===== src/rtl/clock_disp_scan.sv =====
// Six-digit HH:MM:SS multiplexed 7-segment scanner with frame snapshot and field blink.
// Optional LEADING_ZERO_BLANK_EN blanks a zero hours-tens digit.
module clock_disp_scan #(
    parameter int SCAN_DIV  = 1000,
    parameter int BLINK_DIV = 64
) (
    input  logic       clk,
    input  logic       rst,
    input  logic [3:0] sec_l,
    input  logic [3:0] sec_h,
    input  logic [3:0] min_l,
    input  logic [3:0] min_h,
    input  logic [3:0] hour_l,
    input  logic [3:0] hour_h,
    input  logic [1:0] blink_sel,
    output logic [5:0] an_o,
    output logic [6:0] seg_o,
    output logic       frame_o
);

    localparam int CW = $clog2(SCAN_DIV);
    localparam int BW = (BLINK_DIV > 1) ? $clog2(BLINK_DIV) : 1;
    localparam logic [CW-1:0] CNT_LAST = CW'(SCAN_DIV - 1);
    localparam logic [BW-1:0] BLK_LAST = BW'(BLINK_DIV - 1);

    logic [CW-1:0] r_cnt;
    logic [2:0]    r_idx;
    logic [BW-1:0] r_bcnt;
    logic          r_hide;
    logic          r_pend;
    logic [23:0]   r_snap;

    logic          w_term;
    logic          w_fend;
    logic          w_load;
    logic [3:0]    w_digit;
    logic          w_fld;
    logic          w_lz;
    logic [6:0]    w_seg;
    logic [5:0]    w_an;

    function automatic logic [6:0] decode(input logic [3:0] d);
        logic [6:0] s;
        case (d)
            4'd0:    s = 7'b0111111;
            4'd1:    s = 7'b0000110;
            4'd2:    s = 7'b1011011;
            4'd3:    s = 7'b1001111;
            4'd4:    s = 7'b1100110;
            4'd5:    s = 7'b1101101;
            4'd6:    s = 7'b1111101;
            4'd7:    s = 7'b0000111;
            4'd8:    s = 7'b1111111;
            4'd9:    s = 7'b1101111;
            default: s = 7'b0000000;
        endcase
        return s;
    endfunction

    always_comb begin
        w_term  = (r_cnt == CNT_LAST);
        w_fend  = w_term && (r_idx == 3'd5);
        w_load  = r_pend || w_fend;
        w_digit = 4'd0;
        w_fld   = 1'b0;
        case (r_idx)
            3'd0:    w_digit = r_snap[3:0];
            3'd1:    w_digit = r_snap[7:4];
            3'd2:    w_digit = r_snap[11:8];
            3'd3:    w_digit = r_snap[15:12];
            3'd4:    w_digit = r_snap[19:16];
            3'd5:    w_digit = r_snap[23:20];
            default: w_digit = 4'd0;
        endcase
        // Field membership: sec = idx 0/1, min = 2/3, hour = 4/5
        case (blink_sel)
            2'b01:   w_fld = (r_idx == 3'd0) || (r_idx == 3'd1);
            2'b10:   w_fld = (r_idx == 3'd2) || (r_idx == 3'd3);
            2'b11:   w_fld = (r_idx == 3'd4) || (r_idx == 3'd5);
            default: w_fld = 1'b0;
        endcase
`ifdef LEADING_ZERO_BLANK_EN
        w_lz = (r_idx == 3'd5) && (r_snap[23:20] == 4'd0);
`else
        w_lz = 1'b0;
`endif
        w_an  = 6'b000001 << r_idx;
        w_seg = ((r_hide && w_fld) || w_lz) ? 7'b0000000 : decode(w_digit);
    end

    always_ff @(posedge clk) begin
        if (rst) begin
            r_cnt   <= '0;
            r_idx   <= 3'd0;
            r_bcnt  <= '0;
            r_hide  <= 1'b0;
            r_pend  <= 1'b1;
            r_snap  <= '0;
            an_o    <= 6'b0;
            seg_o   <= 7'b0;
            frame_o <= 1'b0;
        end else begin
            r_pend  <= 1'b0;
            frame_o <= w_load;
            an_o    <= w_an;
            seg_o   <= w_seg;
            if (w_term) begin
                r_cnt <= '0;
                r_idx <= (r_idx == 3'd5) ? 3'd0 : r_idx + 3'd1;
            end else begin
                r_cnt <= r_cnt + 1'b1;
            end
            if (w_load)
                r_snap <= {hour_h, hour_l, min_h, min_l, sec_h, sec_l};
            // Disabled blink parks in the visible phase for a clean restart
            if (blink_sel == 2'b00) begin
                r_bcnt <= '0;
                r_hide <= 1'b0;
            end else if (w_fend) begin
                if (r_bcnt == BLK_LAST) begin
                    r_bcnt <= '0;
                    r_hide <= ~r_hide;
                end else begin
                    r_bcnt <= r_bcnt + 1'b1;
                end
            end
        end
    end

endmodule


===== config.mk =====
export PLATFORM = sky130hd
export DESIGN_NAME = clock_disp_scan
export DESIGN_NICKNAME = d
export VERILOG_FILES = /design/src/rtl/clock_disp_scan.sv
export SDC_FILE = /design/constraint.sdc
export NUM_CORES = 1
export LEC_CHECK = 0
export ABC_AREA = 1
export CAP_MARGIN = 40
export CORE_MARGIN = 2
export CORE_UTILIZATION = 31
export CTS_BUF_LIST = sky130_fd_sc_hd__clkbuf_16
export DETAILED_ROUTE_END_ITERATION = 10
export GPL_ROUTABILITY_DRIVEN = 0
export PLACE_DENSITY_LB_ADDON = 0.12
export SETUP_SLACK_MARGIN = 0.15
export SLEW_MARGIN = 20
export SYNTH_ARGS = -nofsm -noshare
export SYNTH_HDL_FRONTEND = slang
export SYNTH_SLANG_ARGS = --single-unit

===== constraint.sdc =====
create_clock -name clk -period 2.3 [get_ports clk]
set_input_delay 0.345 -clock clk [delete_from_list [all_inputs] [get_ports clk]]
set_output_delay 0.345 -clock clk [all_outputs]
set_load 0.005 [all_outputs]

==> flow_metrics.tcl, run 1 <==
set metrics [dict create \
    antenna_found_initial 0 \
    status "finished clean" \
    place_ws_ns 0.285 \
    reg2reg_slack_ns 0.41 \
    synth_area_um2 2820 \
    routed_wl_mm 6.15 \
    ff2ff_path_depth 13 \
    holdWs_ns 0.450 \
    initialDrtViolationCount 72 \
    ys_seq_area_share_pct 41.9 \
    peakVddDrop_uv 294 \
    ctsLongestPathBuffers 2 \
    synth_area_leader_cell "dfxtp_1" \
    start_util_pct 32.2 \
    ys_ff_latch 59 \
    r2r-end "seg_o[3]" \
    cp_max_fo 9 \
    dp.cells 519 \
    worst-path-buf-inv 3 \
    ys_warn_count 0 \
    setup_ws_ns 0.410 \
    worst_setup_path_end_kind "register" \
    start_kind "register" \
    syn_avg_cell_area_um2 7.54 \
    min_to "r_cnt[0]" \
    hp-start "r_cnt[0]" \
    clk_pin_slew_ns 0.06 \
    rsz0062_at_grt "no" \
    arrival_ns 2.15 \
    dieHeight_um 99.4 \
    finalSetupViolCount 0 \
    avgRoutedWirePerCell_um 11.5 \
    hold_viol 0 \
    dp_hpwl_mm 4.60 \
    crit_chain "nand2_1 -> inv_1 -> ha_1 -> nand2_1 -> inv_1 -> nor2_1 -> nand2_1 -> nor2_1 -> inv_1 -> ha_1 -> nor2_2 -> nor2_1 -> nor2_1" \
    required_ns 2.56 \
    rows 34 \
    cts_tree "built" \
    r2r-start "r_idx[0]" \
    setup-tns-final_ns 0 \
    holdPathStages 1 \
    layout_common_cells "nor2_1, nand2_1, dfxtp_1" \
    insertedDiodeCount 0 \
    drv_slew 0 \
    clockRootBuffer "clkbuf_16" \
    drtPass1Iterations 4 \
    slowest_stage "dfxtp_4" \
    clock-sinks 59 \
    nets 459 \
    grt_max_degree 26 \
    async_reset_ff_share_pct 0 \
    port_buffers 41 \
    period_share_pct 82.2 \
    utilization_pct 41.1 \
    ios 42 \
    fp.dieW_um 99.4 \
    dieArea_um2 9880 \
    grt_overflow 0 \
    p_per_area_nw_per_um2 700 \
    synth_area_leaders "dfxtp_1, nor2_1, nand2_1" \
    final_common_cell "nor2_1" \
    grt_pass1_wl_mm 10.7 \
    core_area_um2 8760 \
    cts_htree_levels 3 \
    viasPerCell 4.39 \
    stdcell_count 535 \
    fin_crit_ns 1.89 \
    synth_edf_count 0 \
    relSlewSlack_pct 64.9 \
    grt_pass1_vias 2318 \
    ys_dominant_reg_cell "dfxtp_1" \
    syn_nets 411 \
    synth_cell_type_count 34 \
    critPathMostFrequentCell "nor2_1" \
    ant_nets 0 \
    synth_top_area_share_pct 41.9 \
    ctsHoldBuffers 0 \
    drc 0 \
    maxCapViolations 0 \
    worst_pin_slew_ns 0.519 \
    fmax_mhz 529 \
    cts-buffers-inserted 9 \
    p_leak_uw 0.00154 \
    layout-drive-gt1-share_pct 18.3 \
    synthToLayoutAreaGrowth_pct 27.8 \
    num_vias 2348 \
    finClkSkew_ns 0.00773 \
    synthCells 374 \
    grt_usage_pct 13.8 \
    criticalPathCategory "register to register" \
    cpPeakStageDelay_ns 0.38 \
    critical-path-top-delay-family "simple AND/OR/NAND/NOR gates" \
    clk_latency_ns 0.33 \
    hold_path_class "register to register" \
]
-- worst reg2reg max path: stages (launching register included) --
cell and delay [ns]:
dfxtp_4 0.38, nand2_1 0.09, inv_1 0.05, ha_1 0.22, nand2_1 0.09, inv_1 0.04, nor2_1 0.09, nand2_1 0.06
nor2_1 0.12, inv_1 0.08, ha_1 0.30, nor2_2 0.16, nor2_1 0.07, nor2_1 0.10
-- power by group --
group | total (uW) | switching, uW | internal [uW] | leakage [uW]
combinational | 236 | 116 | 120 | 0.000933
sequential | 1090 | 23.8 | 1070 | 0.000487
clock | 1190 | 474 | 721 | 0.000125
total | 2520 | 614 | 1910 | 0.00154
-- how the worst max path moves through the flow --
stage	from	end	slack [ns]	cells past startpoint
final	r_idx[0]	seg_o[3]	0.41	13
after global routing	r_idx[1]	seg_o[3]	0.14	13
after CTS	r_idx[0]	seg_o[3]	0.26	13
after detailed placement	r_idx[0]	seg_o[3]	0.28	13
after global placement	r_idx[0]	seg_o[3]	0.36	13
after floorplan	r_idx[1]	seg_o[3]	0.30	14
-- layer usage --
| layer | share of wire (%) | vias up | wire length [um] | GRT usage, % |
|---|---|---|---|---|
| met4 | 1.3 | 0 | 82 | 4.11 |
| met3 | 4.0 | 7 | 246 | 4.78 |
| met1 | 48 | 1022 | 2980 | 17.2 |
| li1 | - | 1283 | - | - |
| met5 | 0 | - | 0 | 0 |
| met2 | 46 | 36 | 2840 | 22.7 |
-- stage by stage --
step / cell area [um^2] / total power (uW)
6_report: 3600 / 2520
5_1_grt: 3600 / 2630
4_1_cts: 3590 / 2560
3_5_place_dp: 3320 / 1360
3_3_place_gp: 3320 / 1360
2_1_floorplan: 2820 / 1240
-- flip-flops by register name, summed over array words and instances (netlist names) --
register,flops
seg_o,7
r_bcnt,6
r_idx,3
r_pend,1
frame_o,1
r_hide,1
r_snap,24
r_cnt,10
an_o,6
-- cell usage after synthesis, types with 3 or more instances --
library cell  number
inv_2              3
nor3_1             8
dfxtp_1           59
nand2_2            6
nand4_1            6
nand3_1           14
o21ai_0           25
nand2_1           62
nor2_1            69
ha_1               9
nor2_4             3
o21ai_1            3
inv_4              4
inv_1             33
buf_6              6
nand3_2            4
nor2_2            25
a21oi_1           13
-- cell type report --
| class | count | area, um^2 |
|---|---|---|
| Multi-Input combinational cell | 265 | 1400 |
| Timing Repair Buffer | 47 | 455 |
| Fill cell | 943 | 5160 |
| Tap cell | 108 | 135 |
| Inverter | 40 | 160 |
| Sequential cell | 59 | 1190 |
| Clock buffer | 9 | 225 |
| Clock inverter | 7 | 45.0 |
-- cells by family after synthesis --
logic type      synth area share, %
xor+xnor                       1.24
flops                          41.9
simple gates                   36.0
fa+ha+maj                      3.99
buf+inv                        8.74
compound gates                 8.12
-- repair_timing --
action | in CTS | in global routing
buffers inserted | 0 | 0
setup endpoints to repair | 0 | 6
gates resized for setup | 0 | 5
Note: power is estimated with default switching activity, not from simulation.
==> run 2: changes to the inputs <==
Clock period 2.3 ns to 1.65 ns, I/O delays scaled along.
==> run 2 against run 1 <==
Compared with the run above: cell area increased by 18%; register-to-register slack got worse by 0.44 ns; the run now ends with negative setup slack left; setup slack lost 0.44 ns; largest power group unchanged; via count increased by 6.7%; clock skew about the same; clock power grew 62%; critical endpoint is now seg_o[0]; wire length increased by 14%; maximum frequency grew 12%; final cell count up 4.9%.
==> flow_metrics.tcl, run 2 (synthesis gave the netlist of run 1 again) <==
set metrics [dict create \
    status "finished, violations left" \
    violations "negative setup slack" \
    core_area_um2 8760 \
    cp.depth 14 \
    cts-buffers-inserted 9 \
    hold_viol 0 \
    slowest_stage "dfxtp_4" \
    start_kind "register" \
    worst_pin_slew_ns 0.385 \
    initialDrtViolationCount 46 \
    relSlewSlack_pct 74.3 \
    period_share_pct 102 \
    insertedDiodeCount 0 \
    port_buffers 41 \
    cts_htree_levels 3 \
    layout-drive-gt1-share_pct 37.7 \
    reg.largest.list "r_snap (24), r_cnt (10), seg_o (7)" \
    finClkSkew_ns 0.00788 \
    cp_max_fo 5 \
    worst-path-buf-inv 3 \
    grt_pass1_wl_mm 11.6 \
    dp_hpwl_mm 4.75 \
    setup_ws_ns -0.0303 \
    largest_register_ffs 24 \
    rsz0062_at_grt "yes" \
    cts_tree "built" \
    nets 485 \
    routed_wl_mm 7.04 \
    hold_path_class "register to register" \
    clockRootBuffer "clkbuf_16" \
    dieHeight_um 99.4 \
    final_common_cell "nor2_1" \
    start_util_pct 32.2 \
    ios 42 \
    grt_overflow 0 \
    drtPass1Iterations 5 \
    rows 34 \
    synthToLayoutAreaGrowth_pct 51.2 \
    antenna_found_initial 0 \
    clk_pin_slew_ns 0.05 \
    layout_common_cells "nor2_1, dfxtp_1, nand2_1" \
    ctsLongestPathBuffers 2 \
    num_vias 2506 \
    required_ns 1.92 \
    critical-path-top-delay-family "simple AND/OR/NAND/NOR gates" \
    maxCapViolations 0 \
    criticalPathCategory "register to register" \
    grt_usage_pct 14.9 \
    cpPeakStageDelay_ns 0.36 \
    drc 0 \
    largest-register "r_snap" \
    clock-sinks 59 \
    ff2ff_path_depth 14 \
    crit_chain "nand2_4 -> inv_4 -> ha_4 -> nand2_2 -> inv_2 -> nor2_2 -> nand2_2 -> nor2_4 -> inv_2 -> ha_4 -> nand3b_1 -> nand2_1 -> nor2_1 -> nor2_1" \
    holdPathStages 2 \
    finalSetupViolCount 5 \
    fin_crit_ns 1.68 \
    clk_latency_ns 0.33 \
    avgRoutedWirePerCell_um 12.6 \
    grt_pass1_vias 2470 \
    worst_setup_path_end_kind "register" \
    arrival_ns 1.95 \
    placed_area_um2 3500 \
    p_per_area_nw_per_um2 916 \
    drv_slew 0 \
    fp.dieW_um 99.4 \
    utilization_pct 48.7 \
    grt_max_degree 26 \
    fmax_mhz 595 \
    viasPerCell 4.47 \
    design_area_um2 4260 \
    peakVddDrop_uv 387 \
    ctsHoldBuffers 0 \
    ant_nets 0 \
    dieArea_um2 9880 \
    p_leak_uw 0.00179 \
]
## run 2: changes by cell type in the layout (fill, tap and decap cells not counted), moves of 4 or more
cell / change
buf_4: +16
ha_4: +4
ha_1: -7
inv_1: -5
nor2_1: -7
inv_2: +4
buf_6: +5
nand2_1: -13
nand2_2: +9
o21ai_0: -24
nor2_4: +5
o21ai_2: +25
## run 2: path summary, 6_finish.rpt
| path | start | to | slack [ns] |
|---|---|---|---|
| worst max-delay path | r_idx[0] | seg_o[0] | -0.03 |
| worst min-delay path | r_cnt[9] | r_cnt[9] | 0.48 |
| worst max register to register | r_idx[0] | seg_o[0] | -0.03 |
| worst min register to register | r_cnt[9] | r_cnt[9] | 0.48 |
## run 2: routing by layer
metal  vias to the layer above  GRT usage [%]  share of wire [%]  routed length [um]
met1                      1119           18.8                 47                3310
met3                         9           4.08                4.0                 284
met2                        41           24.2                 47                3330
met4                         0           5.69                1.6                 112
met5                         -              0                  0                   0
li1                       1337              -                  -                   -
## run 2: final cells by class
| class | instances | area, um^2 |
|---|---|---|
| Clock inverter | 7 | 83.8 |
| Timing Repair Buffer | 73 | 749 |
| Clock buffer | 9 | 225 |
| Fill cell | 833 | 4500 |
| Inverter | 40 | 180 |
| Sequential cell | 59 | 1190 |
| Multi-Input combinational cell | 265 | 1700 |
| Tap cell | 108 | 135 |
## run 2: what timing repair did
action | CTS | global route
gates cloned | 1 | 2
setup buffers | 5 | 2
pin swaps | 10 | 37
gates resized for setup | 21 | 97
endpoints found under the setup margin | 46 | 48
## run 2: worst reg2reg max path, delay by kind of cell (launching register included)
| kind | cells | cell delay [ns] |
|---|---|---|
| adders and majority gates | 2 | 0.30 |
| buffers and inverters | 3 | 0.14 |
| DFF | 1 | 0.36 |
| and+or+nand+nor | 9 | 0.82 |
## run 2: stage by stage
step | std cells | TNS (ns) | worst slack (ns) | total power, uW | hold slack [ns]
2_1_floorplan | 374 | -0.0735 | -0.0230 | 1740 | 0.275
3_3_place_gp | 535 | -0.189 | -0.0501 | 1900 | 0.432
3_5_place_dp | 535 | -0.464 | -0.0896 | 1900 | 0.436
4_1_cts | 557 | -0.0735 | -0.0205 | 3860 | 0.484
5_1_grt | 561 | -0.805 | -0.147 | 4070 | 0.508
6_report | 561 | -0.0593 | -0.0303 | 3910 | 0.480
## run 2: power by group
group | total, uW | switching, uW | internal [uW] | leakage, uW
logic | 430 | 202 | 228 | 0.00115
registers | 1540 | 47.8 | 1490 | 0.000488
clock network | 1930 | 634 | 1300 | 0.000152
==> run 3: changes to the inputs <==
Settings changed: CORE_MARGIN 2 to unset.
==> run 3 against run 2 <==
Compared with the run above: the flow still finishes with violations (negative setup slack); final cell count up 1.6%; sequential share of layout area down 1.0 points; combinational power up 8.8%; wire length up 9.3%; core utilization up 1.9 points; total power up 1.1%.
==> flow_metrics.tcl, run 3 (synthesis gave the netlist of run 1 again) <==
set metrics [dict create \
    ios 42 \
    min_to "r_cnt[9]" \
    period_share_pct 105 \
    layout_common_cells "nor2_1, dfxtp_1, nand2_1" \
    crit_chain "nand2_4 -> inv_4 -> ha_4 -> nand2_2 -> nand4_1 -> nor2_4 -> ha_1 -> nand3_1 -> a21oi_1 -> nand2_1 -> inv_1" \
    maxCapViolations 0 \
    reg2reg_slack_ns -0.08 \
    rows 34 \
    setup_ws_ns -0.0833 \
    start_kind "register" \
    slowest_stage "dfxtp_4" \
    peakVddDrop_uv 500 \
    drv_slew 0 \
    layout-drive-gt1-share_pct 35.9 \
    r2r-start "r_idx[0]" \
    hold_path_class "register to register" \
    fin_crit_ns 1.73 \
    clk_pin_slew_ns 0.05 \
    final_common_cell "nor2_1" \
    multiInputGateArea_um2 1710 \
    initialDrtViolationCount 90 \
    stdcell_count 570 \
    cts_htree_levels 3 \
    cts-buffers-inserted 9 \
    grt_max_degree 26 \
    core_area_um2 8760 \
    fp.dieW_um 97.4 \
    hp-start "r_cnt[9]" \
    insertedDiodeCount 0 \
    ctsLongestPathBuffers 2 \
    seq_area_um2 1190 \
    fillers 829 \
    setup-tns-final_ns -0.401 \
    grt_pass1_vias 2393 \
    hold_viol 0 \
    routed_wl_mm 7.70 \
    ff2ff_path_depth 11 \
    cts_tree "built" \
    dp_hpwl_mm 4.69 \
    holdPathStages 2 \
    start_util_pct 32.2 \
    grt_usage_pct 15.2 \
    synthToLayoutAreaGrowth_pct 57.2 \
    ctsHoldBuffers 0 \
    criticalPathCategory "register to register" \
    avgRoutedWirePerCell_um 13.5 \
    largest-register "r_snap" \
    finalSetupViolCount 6 \
    p_per_area_nw_per_um2 891 \
    viasPerCell 4.59 \
    dp.cells 535 \
    antenna_found_initial 0 \
    p_leak_uw 0.00188 \
    cp_max_fo 5 \
    fmax_mhz 577 \
    clk_latency_ns 0.33 \
    cpPeakStageDelay_ns 0.36 \
    arrival_ns 2.01 \
    worst_setup_path_end_kind "register" \
    reg.largest.list "r_snap (24), r_cnt (10), seg_o (7)" \
    rsz0062_at_grt "yes" \
    worst-path-buf-inv 2 \
    r2r-end "seg_o[4]" \
    drtPass1Iterations 4 \
    dieHeight_um 97.4 \
    required_ns 1.93 \
    largest_register_ffs 24 \
    clockRootBuffer "clkbuf_16" \
    critical-path-top-delay-family "simple AND/OR/NAND/NOR gates" \
    relSlewSlack_pct 75.6 \
    ant_nets 0 \
    clock-sinks 59 \
    grt_pass1_wl_mm 11.4 \
    port_buffers 41 \
    drc 0 \
    finClkSkew_ns 0.00560 \
    worst_pin_slew_ns 0.365 \
    violations "negative setup slack" \
    dieArea_um2 9480 \
    nets 494 \
    grt_overflow 0 \
    num_vias 2615 \
    status "finished, violations left" \
]
## run 3: cell type report
type | instances | area share (%)
timing repair buffer | 79 | 18.7
clock buffer | 9 | 5.08
timing repair inverter | 3 | 1.30
multi-input combinational | 265 | 38.6
clock inverter | 7 | 1.89
tap | 108 | 3.05
sequential | 59 | 26.9
inverter | 40 | 4.43
## run 3: worst min-delay path: stages, from the launching register on
cell and delay [ns]:
dfxtp_1 0.31, nand2_1 0.06, a21oi_1 0.05
## run 3: per-stage QoR
step / util, % / instance area, um^2 / power, uW / setup slack, ns / hold WS (ns)
2_1_floorplan: - / 2860 / 1740 / -0.0230 / 0.275
3_3_place_gp: 39.9 / 3500 / 1900 / -0.0569 / 0.432
3_5_place_dp: 39.9 / 3500 / 1900 / -0.108 / 0.444
4_1_cts: 45.0 / 3940 / 3890 / -0.0122 / 0.465
5_1_grt: 50.6 / 4430 / 4110 / -0.181 / 0.494
6_report: 50.6 / 4430 / 3950 / -0.0833 / 0.462
## run 3: worst max path at each step
stage / start / slack (ns) / cells after the start / end
finish: r_idx[0] / -0.08 / 11 / seg_o[4]
global route: r_idx[1] / -0.18 / 13 / seg_o[5]
CTS: r_idx[0] / -0.01 / 13 / seg_o[5]
detailed placement: r_idx[0] / -0.11 / 13 / seg_o[5]
global placement: r_idx[0] / -0.06 / 13 / seg_o[5]
floorplan: r_idx[0] / -0.02 / 14 / seg_o[3]
## run 3: where the power goes
| part | switching (uW) | internal [uW] |
|---|---|---|
| logic | 226 | 241 |
| clock network | 645 | 1300 |
| registers | 40.6 | 1490 |
| total | 912 | 3040 |
## run 3: timing repair
item / 4_1_cts / 5_1_grt
gates resized for setup: 19 / 96
cloned: 1 / 5
endpoints found under the setup margin: 38 / 42
pin swaps: 7 / 25
setup buffers: 6 / 7
hold endpoints to repair: 0 / 0
## run 3: per-layer routing
metal | share of wire (%) | track usage, %
met3 | 3.7 | 3.96
met5 | 0 | 0
met1 | 45 | 19.4
met2 | 50 | 24.0
met4 | 1.6 | 6.79
